File: src/rtl/hazard_pkg.sv
// rtl/hazard_pkg.sv - shared widths, stage-entry type and load-hit helper for the hazard stall unit
package hazard_pkg;

    localparam int REG_W = 4;
    localparam int CNT_W = 16;

    typedef struct packed {
        logic             valid;
        logic             wr_en;
        logic             is_load;
        logic [REG_W-1:0] dest;
    } entry_t;

    localparam entry_t ENTRY_NOP = '0;

    // A tracked entry is a load hazard when it is a valid writing load whose
    // destination equals one of the decode sources that is actually read.
    function automatic logic load_hit(
        input entry_t           e,
        input logic [REG_W-1:0] op1,
        input logic [REG_W-1:0] op2,
        input logic             use1,
        input logic             use2
    );
        return e.valid & e.wr_en & e.is_load &
               ((use1 & (e.dest == op1)) | (use2 & (e.dest == op2)));
    endfunction

endpackage

File: src/rtl/hazard_stall_unit_if.sv
// rtl/hazard_stall_unit_if.sv - decode-side inputs and tracking/stall outputs of the hazard stall unit
interface hazard_stall_unit_if #(
    parameter int REG_W = 4,
    parameter int CNT_W = 16
);
    logic             in_valid_id;
    logic [REG_W-1:0] in_op1_id;
    logic [REG_W-1:0] in_op2_id;
    logic             in_use_op1;
    logic             in_use_op2;
    logic [REG_W-1:0] in_dest_id;
    logic             in_wr_en_id;
    logic             in_is_load_id;
    logic             in_flush;

    logic             out_stall;
    logic             out_bubble;
    logic [REG_W-1:0] out_ex_dest;
    logic [REG_W-1:0] out_mem_dest;
    logic [REG_W-1:0] out_wb_dest;
    logic             out_ex_wr;
    logic             out_mem_wr;
    logic             out_wb_wr;
    logic [CNT_W-1:0] out_stall_cnt;

    modport master (
        output in_valid_id, in_op1_id, in_op2_id, in_use_op1, in_use_op2,
               in_dest_id, in_wr_en_id, in_is_load_id, in_flush,
        input  out_stall, out_bubble, out_ex_dest, out_mem_dest, out_wb_dest,
               out_ex_wr, out_mem_wr, out_wb_wr, out_stall_cnt
    );

    modport slave (
        input  in_valid_id, in_op1_id, in_op2_id, in_use_op1, in_use_op2,
               in_dest_id, in_wr_en_id, in_is_load_id, in_flush,
        output out_stall, out_bubble, out_ex_dest, out_mem_dest, out_wb_dest,
               out_ex_wr, out_mem_wr, out_wb_wr, out_stall_cnt
    );

endinterface

File: src/rtl/hazard_stage_reg.sv
// rtl/hazard_stage_reg.sv - one tracked pipeline entry with async clear, sync clear and load
module hazard_stage_reg
    import hazard_pkg::*;
(
    input  logic   clk,
    input  logic   rst_n,
    input  logic   clr,
    input  logic   ld,
    input  entry_t d,
    output entry_t q
);

    // Sync clear dominates load so a squashed slot always becomes a NOP.
    always_ff @(posedge clk or negedge rst_n) begin
        if (!rst_n) begin
            q <= ENTRY_NOP;
        end else if (clr) begin
            q <= ENTRY_NOP;
        end else if (ld) begin
            q <= d;
        end
    end

endmodule

File: src/rtl/hazard_stall_unit.sv
// rtl/hazard_stall_unit.sv - load-use stall detection and EX/MEM/WB destination tracking
module hazard_stall_unit #(
    parameter int LOAD_LAT = 1,
    parameter int REG_W    = hazard_pkg::REG_W,
    parameter int CNT_W    = hazard_pkg::CNT_W
) (
    input  logic               CLOCK,
    input  logic               in_rst_n,
    hazard_stall_unit_if.slave bus
);

    import hazard_pkg::*;

    entry_t           dec_entry;
    entry_t           ex_q;
    entry_t           mem_q;
    entry_t           wb_q;
    logic [REG_W-1:0] op1;
    logic [REG_W-1:0] op2;
    logic             ex_hit;
    logic             mem_hit;
    logic             stall;
    logic             bubble;
    logic             ex_clr;
    logic [CNT_W-1:0] stall_cnt;

    assign op1 = bus.in_op1_id;
    assign op2 = bus.in_op2_id;

    // Pack the decode fields into the entry EX would capture.
    always_comb begin
        dec_entry         = ENTRY_NOP;
        dec_entry.valid   = 1'b1;
        dec_entry.wr_en   = bus.in_wr_en_id;
        dec_entry.is_load = bus.in_is_load_id;
        dec_entry.dest    = bus.in_dest_id;
    end

    // Loads in EX always block; a load in MEM blocks only when data needs a second stage.
    always_comb begin
        ex_hit  = load_hit(ex_q, op1, op2, bus.in_use_op1, bus.in_use_op2);
        mem_hit = (LOAD_LAT == 2) &&
                  load_hit(mem_q, op1, op2, bus.in_use_op1, bus.in_use_op2);
        stall   = bus.in_valid_id & (ex_hit | mem_hit) & ~bus.in_flush;
        bubble  = stall | bus.in_flush;
        ex_clr  = bubble | ~bus.in_valid_id;
    end

    hazard_stage_reg u_ex (
        .clk   (CLOCK),
        .rst_n (in_rst_n),
        .clr   (ex_clr),
        .ld    (1'b1),
        .d     (dec_entry),
        .q     (ex_q)
    );

    hazard_stage_reg u_mem (
        .clk   (CLOCK),
        .rst_n (in_rst_n),
        .clr   (bus.in_flush),
        .ld    (1'b1),
        .d     (ex_q),
        .q     (mem_q)
    );

    hazard_stage_reg u_wb (
        .clk   (CLOCK),
        .rst_n (in_rst_n),
        .clr   (1'b0),
        .ld    (1'b1),
        .d     (mem_q),
        .q     (wb_q)
    );

    // Saturating count of stall cycles for performance debug.
    always_ff @(posedge CLOCK or negedge in_rst_n) begin
        if (!in_rst_n) begin
            stall_cnt <= '0;
        end else if (stall && (stall_cnt != {CNT_W{1'b1}})) begin
            stall_cnt <= stall_cnt + 1'b1;
        end
    end

    assign bus.out_stall     = stall;
    assign bus.out_bubble    = bubble;
    assign bus.out_ex_dest   = ex_q.dest;
    assign bus.out_mem_dest  = mem_q.dest;
    assign bus.out_wb_dest   = wb_q.dest;
    assign bus.out_ex_wr     = ex_q.valid & ex_q.wr_en;
    assign bus.out_mem_wr    = mem_q.valid & mem_q.wr_en;
    assign bus.out_wb_wr     = wb_q.valid & wb_q.wr_en;
    assign bus.out_stall_cnt = stall_cnt;

endmodule

File: src/flat_wrapper.sv
// flat-port wrapper written by rule: the top's interface ports become plain ports
module hazard_stall_unit_flat import hazard_pkg::*;
#(
    parameter int LOAD_LAT = 1,
    parameter int REG_W    = hazard_pkg::REG_W,
    parameter int CNT_W    = hazard_pkg::CNT_W
)
  (CLOCK, in_rst_n, bus_in_valid_id, bus_in_op1_id, bus_in_op2_id, bus_in_use_op1, bus_in_use_op2, bus_in_dest_id, bus_in_wr_en_id, bus_in_is_load_id, bus_in_flush, bus_out_stall, bus_out_bubble, bus_out_ex_dest, bus_out_mem_dest, bus_out_wb_dest, bus_out_ex_wr, bus_out_mem_wr, bus_out_wb_wr, bus_out_stall_cnt);
  hazard_stall_unit_if #(.REG_W(REG_W), .CNT_W(CNT_W)) bus_i ();
  input  logic CLOCK;
  input  logic in_rst_n;
  input wire logic [$bits(bus_i.in_valid_id)-1:0] bus_in_valid_id;
  input wire logic [$bits(bus_i.in_op1_id)-1:0] bus_in_op1_id;
  input wire logic [$bits(bus_i.in_op2_id)-1:0] bus_in_op2_id;
  input wire logic [$bits(bus_i.in_use_op1)-1:0] bus_in_use_op1;
  input wire logic [$bits(bus_i.in_use_op2)-1:0] bus_in_use_op2;
  input wire logic [$bits(bus_i.in_dest_id)-1:0] bus_in_dest_id;
  input wire logic [$bits(bus_i.in_wr_en_id)-1:0] bus_in_wr_en_id;
  input wire logic [$bits(bus_i.in_is_load_id)-1:0] bus_in_is_load_id;
  input wire logic [$bits(bus_i.in_flush)-1:0] bus_in_flush;
  output wire logic [$bits(bus_i.out_stall)-1:0] bus_out_stall;
  output wire logic [$bits(bus_i.out_bubble)-1:0] bus_out_bubble;
  output wire logic [$bits(bus_i.out_ex_dest)-1:0] bus_out_ex_dest;
  output wire logic [$bits(bus_i.out_mem_dest)-1:0] bus_out_mem_dest;
  output wire logic [$bits(bus_i.out_wb_dest)-1:0] bus_out_wb_dest;
  output wire logic [$bits(bus_i.out_ex_wr)-1:0] bus_out_ex_wr;
  output wire logic [$bits(bus_i.out_mem_wr)-1:0] bus_out_mem_wr;
  output wire logic [$bits(bus_i.out_wb_wr)-1:0] bus_out_wb_wr;
  output wire logic [$bits(bus_i.out_stall_cnt)-1:0] bus_out_stall_cnt;
  assign bus_i.in_valid_id = bus_in_valid_id;
  assign bus_i.in_op1_id = bus_in_op1_id;
  assign bus_i.in_op2_id = bus_in_op2_id;
  assign bus_i.in_use_op1 = bus_in_use_op1;
  assign bus_i.in_use_op2 = bus_in_use_op2;
  assign bus_i.in_dest_id = bus_in_dest_id;
  assign bus_i.in_wr_en_id = bus_in_wr_en_id;
  assign bus_i.in_is_load_id = bus_in_is_load_id;
  assign bus_i.in_flush = bus_in_flush;
  assign bus_out_stall = bus_i.out_stall;
  assign bus_out_bubble = bus_i.out_bubble;
  assign bus_out_ex_dest = bus_i.out_ex_dest;
  assign bus_out_mem_dest = bus_i.out_mem_dest;
  assign bus_out_wb_dest = bus_i.out_wb_dest;
  assign bus_out_ex_wr = bus_i.out_ex_wr;
  assign bus_out_mem_wr = bus_i.out_mem_wr;
  assign bus_out_wb_wr = bus_i.out_wb_wr;
  assign bus_out_stall_cnt = bus_i.out_stall_cnt;
  hazard_stall_unit #(.LOAD_LAT(LOAD_LAT), .REG_W(REG_W), .CNT_W(CNT_W)) u_core (.CLOCK(CLOCK), .in_rst_n(in_rst_n), .bus(bus_i));
endmodule
File: config.mk
export PLATFORM = sky130hd
export DESIGN_NAME = hazard_stall_unit_flat
export DESIGN_NICKNAME = d
export VERILOG_FILES = /design/src/rtl/hazard_pkg.sv /design/src/rtl/hazard_stall_unit_if.sv /design/src/rtl/hazard_stage_reg.sv /design/src/rtl/hazard_stall_unit.sv /design/src/flat_wrapper.sv
export SDC_FILE = /design/constraint.sdc
export NUM_CORES = 1
export LEC_CHECK = 0
export CAP_MARGIN = 40
export CORE_MARGIN = 8
export CORE_UTILIZATION = 35
export CTS_CLUSTER_DIAMETER = 150
export DETAILED_ROUTE_END_ITERATION = 7
export HOLD_SLACK_MARGIN = 0.15
export REMOVE_ABC_BUFFERS = 1
export SYNTH_ARGS = -nofsm -noshare
export SYNTH_HDL_FRONTEND = slang
export SYNTH_SLANG_ARGS = --single-unit
export TNS_END_PERCENT = 50
File: constraint.sdc
create_clock -name CLOCK -period 2.3 [get_ports CLOCK]
set_clock_uncertainty 0.2 [all_clocks]
set_input_delay 0.345 -clock CLOCK [delete_from_list [all_inputs] [get_ports CLOCK]]
set_output_delay 0.345 -clock CLOCK [all_outputs]
set_load 0.02 [all_outputs]
## After elaboration in Yosys (flattened, before gate mapping)

Index checks and enable logic that the tools add are counted.

- Logic and storage cells: 32
- Register bits: 35
- Output and inout bits: 33
- Bits of input ports: 20

- Add/subtract/negate cells: 1
- Bitwise gates (word level): 14
- Reduce and logical (&&, ||, !) cells: 1
- Equality and inequality tests: 3
- Muxes and demuxes: 2

Operators with widths:

| cell | count |
|---|---|
| 16-bit by 1-bit adder with 16-bit output, second input constant | 1 |
| 16-bit != test, second input constant | 1 |
| 7-bit two-way mux | 2 |
| 1-bit bitwise AND | 9 |
| 4-bit equality test | 2 |
| 1-bit OR | 3 |
| 1-bit inverter | 2 |
| 1-bit logical AND | 1 |

## Depth between registers and ports, before layout

- Depth in word-level cells: 9
- Mapped depth: 7

## Cells and area by module

Synthesis repeated with hierarchy kept, for this count alone.

- Cell total of the unflattened synthesis: 164
- Area, all modules: 1796.7 µm²

By module, submodules not included:

| module | seq. area each (µm²) | times used | cells an instance | area each (µm²) |
|---|---|---|---|---|
| hazard_stall_unit | 400.4 | 1 | 98 | 948.4 |
| hazard_stage_reg | 175.2 | 3 | 22 | 282.8 |

## Worst setup path after synthesis

OpenSTA, ideal clock, no wires.

- Path type: flip-flop to flip-flop
- From: reg u_core.stall_cnt[0] (netlist: u_core.bus.out_stall_cnt[0])
- To: reg u_core.stall_cnt[1] (netlist: u_core.bus.out_stall_cnt[1])
- Setup slack: 0.250 ns
- Buffers on the path: 0
- Stages on the path, launching flop included: 6
- Arrival: 1.725 ns
- Library setup time: 0.125 ns
- Path through: dfrtp_1 > ha_1 > and3_1 > and3_1 > a21oi_1 > mux2_2

- Longest elaborated chain between the ends: 2
- Elaborated cells between the ends (all ways): 3
- Classes of those cells: 1 x add/sub; 1 x eq/ne; 1 x reduce/logical

RTL lines:

| element | line | RTL |
|---|---|---|
| from (decl) | hazard_stall_unit.sv:25 | `logic [CNT_W-1:0] stall_cnt;` |
| from (signal assigned) | hazard_stall_unit.sv:81 | `stall_cnt <= stall_cnt + 1'b1;` |
| branches (longest 2 deep; another with 16-bit by 1-bit adder with 16-bit output) | - |  |

Several ways; the timed one is not identified.
A chain may end at the register's enable or synchronous reset.

## Worst setup path in the final report

- From: in bus_in_op2_id[0]
- To: out bus_out_bubble

- Longest elaborated chain between the ends: 7

RTL lines:

| element | line | RTL |
|---|---|---|
| from (decl) | flat_wrapper.sv:14 | `input wire logic [$bits(bus_i.in_op2_id)-1:0] bus_in_op2_id;` |
| 4-bit equality test | hazard_pkg.sv:26 | `((use1 & (e.dest == op1)) \| (use2 & (e.dest == op2)));` |
| 1-bit bitwise AND | hazard_pkg.sv:26 |  |
| 1-bit OR | hazard_pkg.sv:26 |  |
| 1-bit bitwise AND | hazard_pkg.sv:25 | `return e.valid & e.wr_en & e.is_load &` |
| 1-bit bitwise AND (2 in series) | hazard_stall_unit.sv:44 | `stall = bus.in_valid_id & (ex_hit \| mem_hit) & ~bus.in_flush;` |
| 1-bit OR | hazard_stall_unit.sv:45 | `bubble = stall \| bus.in_flush;` |
| to (decl) | flat_wrapper.sv:22 | `output wire logic [$bits(bus_i.out_bubble)-1:0] bus_out_bubble;` |

Every way passes these cells.

==> summary.txt <==
Run status
  – Outcome: finished clean

Synthesis
  – Yosys top cell area share: 0.5311
  – Syn. warnings: 0
  – Synth area leaders: dfrtp_1 53%, xor2_1 8.5%, buf_4 5.5%, and3_1 4.2%, nand3_1 3.0%
  – Avg Cell Area, Syn: 11.45 sq um
  – Gate Count Post-Synth: 144
  – Post-synth top area cell: dfrtp_1
  – Synthesized area: 1649 sq um
  – Synth cell types: 29
  – Post-synthesis sequential area ratio: 0.5311
  – Synth Register Bits: 35

Final layout
  – Antenna Cells: 0
  – Layout net count: 221
  – Commonest non-fill, non-tap cell in the layout: clkdlybuf4s50_1
  – Layout cell share with drive strength beyond 1: 0.1592
  – Synth-to-Final Area Change: 39.76%
  – Post-route insts no fill: 255
  – Commonest non-fill, non-tap cells in the layout: 50 x clkdlybuf4s50_1, 33 x dfrtp_1, 16 x xor2_1

Setup path
  – Worst Path Buf+Inv: 3
  – Critical path capture point type: primary output
  – Crit path cell chain: clkdlybuf4s50_1 -> xor2_1 -> nor3_2 -> a32oi_1 -> o21ba_2 -> inv_1 -> buf_4
  – Crit Path Max Fanout: 2
  – CP required: 1.75 ns
  – Crit-path leading delay family: buffers and inverters
  – Max incr delay on CP: 0.42 ns
  – Crit path launch type: input port
  – Reg-to-reg slack, setup: 0.19 ns
  – CP max-delay cell: clkdlybuf4s50_1
  – R2R cell count: 7
  – WS Path Type: input port to primary output
  – Arrival @ worst endpoint: 1.66 ns
  – RR Endpoint: u_core.bus.out_stall_cnt[1]$_DFFE_PN0P_
  – FF-to-FF Start: u_core.u_ex.q[0]$_DFF_PN0_

Detailed routing
  – Drc violations: 0
  – Initial drt markers: 55
  – Routed vias/inst: 4.835
  – Antenna viol nets, final: 0
  – Pre-Repair DR Iteration Count: 4
  – Routed Wire Length: 3848 um
  – WL per Instance: 15.09 um
  – DR vias: 1233

Pwr
  – Max rail drop VDD: 0.0002128 V
  – Pwr Density: 510.4 nW/um^2
  – Leakage: 1.086 nW
  – Total Power: 1.176 mW

CTS
  – Later-pin clock latency in the skew report: 0.29 ns
  – CTS Buf Count: 5
  – Hold_buf cts: 0
  – Clock Path Buffers: 2
  – CTS tree: done
  – Post-CTS setup buffer count: 0
  – Clock Pin Slew Worst Setup and Hold Paths: 0.07 ns
  – Clock tree sinks: 35
  – CTS root buf: clkbuf_8
  – H-tree level count: 2

Hold path
  – Worst Hold Launch: u_core.u_mem.q[5]$_DFF_PN0_
  – Hold crit path type: flop to flop
  – Min-Delay Path Depth: 0
  – Hold endpoint: u_core.u_wb.q[5]$_DFF_PN0_

Placed design
  – GP Congestion: 0.8003
  – Cell count after placement: 247
  – Detailed Place HPWL: 2932 um
  – Port buffer count: 52

Global routing
  – All-Layer GR Usage: 0.1146
  – Initial antenna violation count: 0
  – Global-route wire length before repair: 6568 um
  – Number of global-route vias before repair: 1365
  – Largest net degree at the start of global routing: 36
  – Grt total ovfl: 0

STA
  – RSZ-0062 raised after global routing: no
  – Post-layout min period: 2.204 ns
  – Normalized max-slew margin: 0.7065
  – Max-slew violation count: 0
  – Highest clock rate: 453.7 MHz
  – Tcrit/Tclk final: 0.9583
  – Final Setup Violations: 0
  – Final Hold Viols: 0
  – Worst-Margin Slew: 0.4403 ns

Floorplanning
  – Die Width: 84.64 um
  – Num rows: 25
  – Num ports: 53
  – Initial Utilization: 0.3562
  – Std-Cell Core Area: 4629 sq um
  – Die footprint: 7164 sq um
  – Die Ht: 84.64 um

Flow run
  – # Max-Cap Violations: 0
[power by group]
part | internal [mW] | total (mW) | switching (mW)
Clock | 0.211 | 0.432 | 0.220
Combinational | 0.0631 | 0.111 | 0.0480
Sequential | 0.626 | 0.634 | 0.00734
Total | 0.901 | 1.18 | 0.275
[worst max-delay path by stage]
| stage | to | slack, ns | cells past startpoint | startpoint |
|---|---|---|---|---|
| CTS | bus_out_bubble | -0.02 | 7 | bus_in_op1_id[3] |
| finish | bus_out_bubble | 0.1 | 7 | bus_in_op2_id[0] |
| global placement | bus_out_bubble | -0.41 | 7 | bus_in_op1_id[3] |
| global route | bus_out_bubble | 0.005 | 6 | u_core.u_ex.q[0]$_DFF_PN0_ |
| detailed placement | bus_out_bubble | -0.42 | 7 | bus_in_op1_id[3] |
| floorplan | u_core.bus.out_stall_cnt[12]$_DFFE_PN0P_ | -0.05 | 6 | u_core.u_ex.q[1]$_DFF_PN0_ |
[repair_timing]
action | in CTS | in global routing
setup endpoints to repair | 2 | 2
gates cloned | 0 | 0
pin swaps | 1 | 1
gates resized for setup | 9 | 5
[layer usage]
metal,part of all wire,GRT usage,wire [um]
met5,0,0,0
met4,0.0094,0.03722,36
met3,0.11,0.06341,410
met2,0.43,0.1725,1665
met1,0.45,0.1346,1734
[sequential cells by signal (all words and copies together), names as in the netlist]
signal                    cells
u_core.u_ex.q                 7
u_core.u_mem.q                6
u_core.u_wb.q                 6
u_core.bus.out_stall_cnt     16
[cell usage after synthesis (all sizes together)]
| cell | n |
|---|---|
| dfrtp | 35 |
| xor2 | 16 |
| buf | 13 |
| and3 | 11 |
| nand3 | 10 |
| nor3 | 7 |
| and2 | 6 |
| nand4 | 6 |
| nor2b | 6 |
| nor2 | 4 |
| xnor2 | 4 |
| inv | 3 |
| mux2 | 3 |
| nand2 | 3 |
| a21oi | 2 |
| and4 | 2 |
| and4b | 2 |
| a22oi | 1 |
| a31oi | 1 |
| a32oi | 1 |
| and2b | 1 |
| clkbuf | 1 |
| ha | 1 |
| nand2b | 1 |
| nor4 | 1 |
| nor4b | 1 |
| o21ba | 1 |
| or4 | 1 |
[layout make-up]
type	instances	area, sq um
fillers	425	2325
multi-input cells	92	666.9
clock inverters	2	12.51
flip-flops and latches	35	878.3
well taps	54	67.56
clock buffers	6	72.57
repair buffers	63	595.6
inverters	3	11.26
[logic make-up (layout without fill, tap and decap cells)]
kind of cell,count (synthesis),after routing,share of synthesized area
muxes,3,3,0.02048
and+or+nand+nor,62,62,0.2352
buffers and inverters,17,74,0.07056
DFF,35,35,0.5311
AOI/OAI and AO/OA,6,6,0.02883
xor gates and xnor gates,20,20,0.1062
adders and majority gates,1,1,0.007586
[worst reg2reg max path: stages, from the launching register on]
cell and delay, ns:
dfrtp_2 0.44, xor2_1 0.18, nor3_2 0.22, buf_4 0.15
a22oi_2 0.06, buf_4 0.19, a21oi_1 0.20, mux2_2 0.36
[through the flow]
stage          hold WS (ns)  setup slack [ns]  area [sq um]   TNS, ns    util
5_1_grt              0.1785          0.004746          2305         0  0.4978
6_report             0.1705           0.09589          2305         0  0.4978
3_5_place_dp         0.1558           -0.4221          2215    -1.423  0.4784
3_3_place_gp         0.1523           -0.4115          2215    -1.192  0.4784
2_1_floorplan       -0.1506          -0.04724          1544  -0.04724       -
4_1_cts              0.1725          -0.01742          2306  -0.01742  0.4981
No activity file was read; power rests on OpenSTA's default activity.
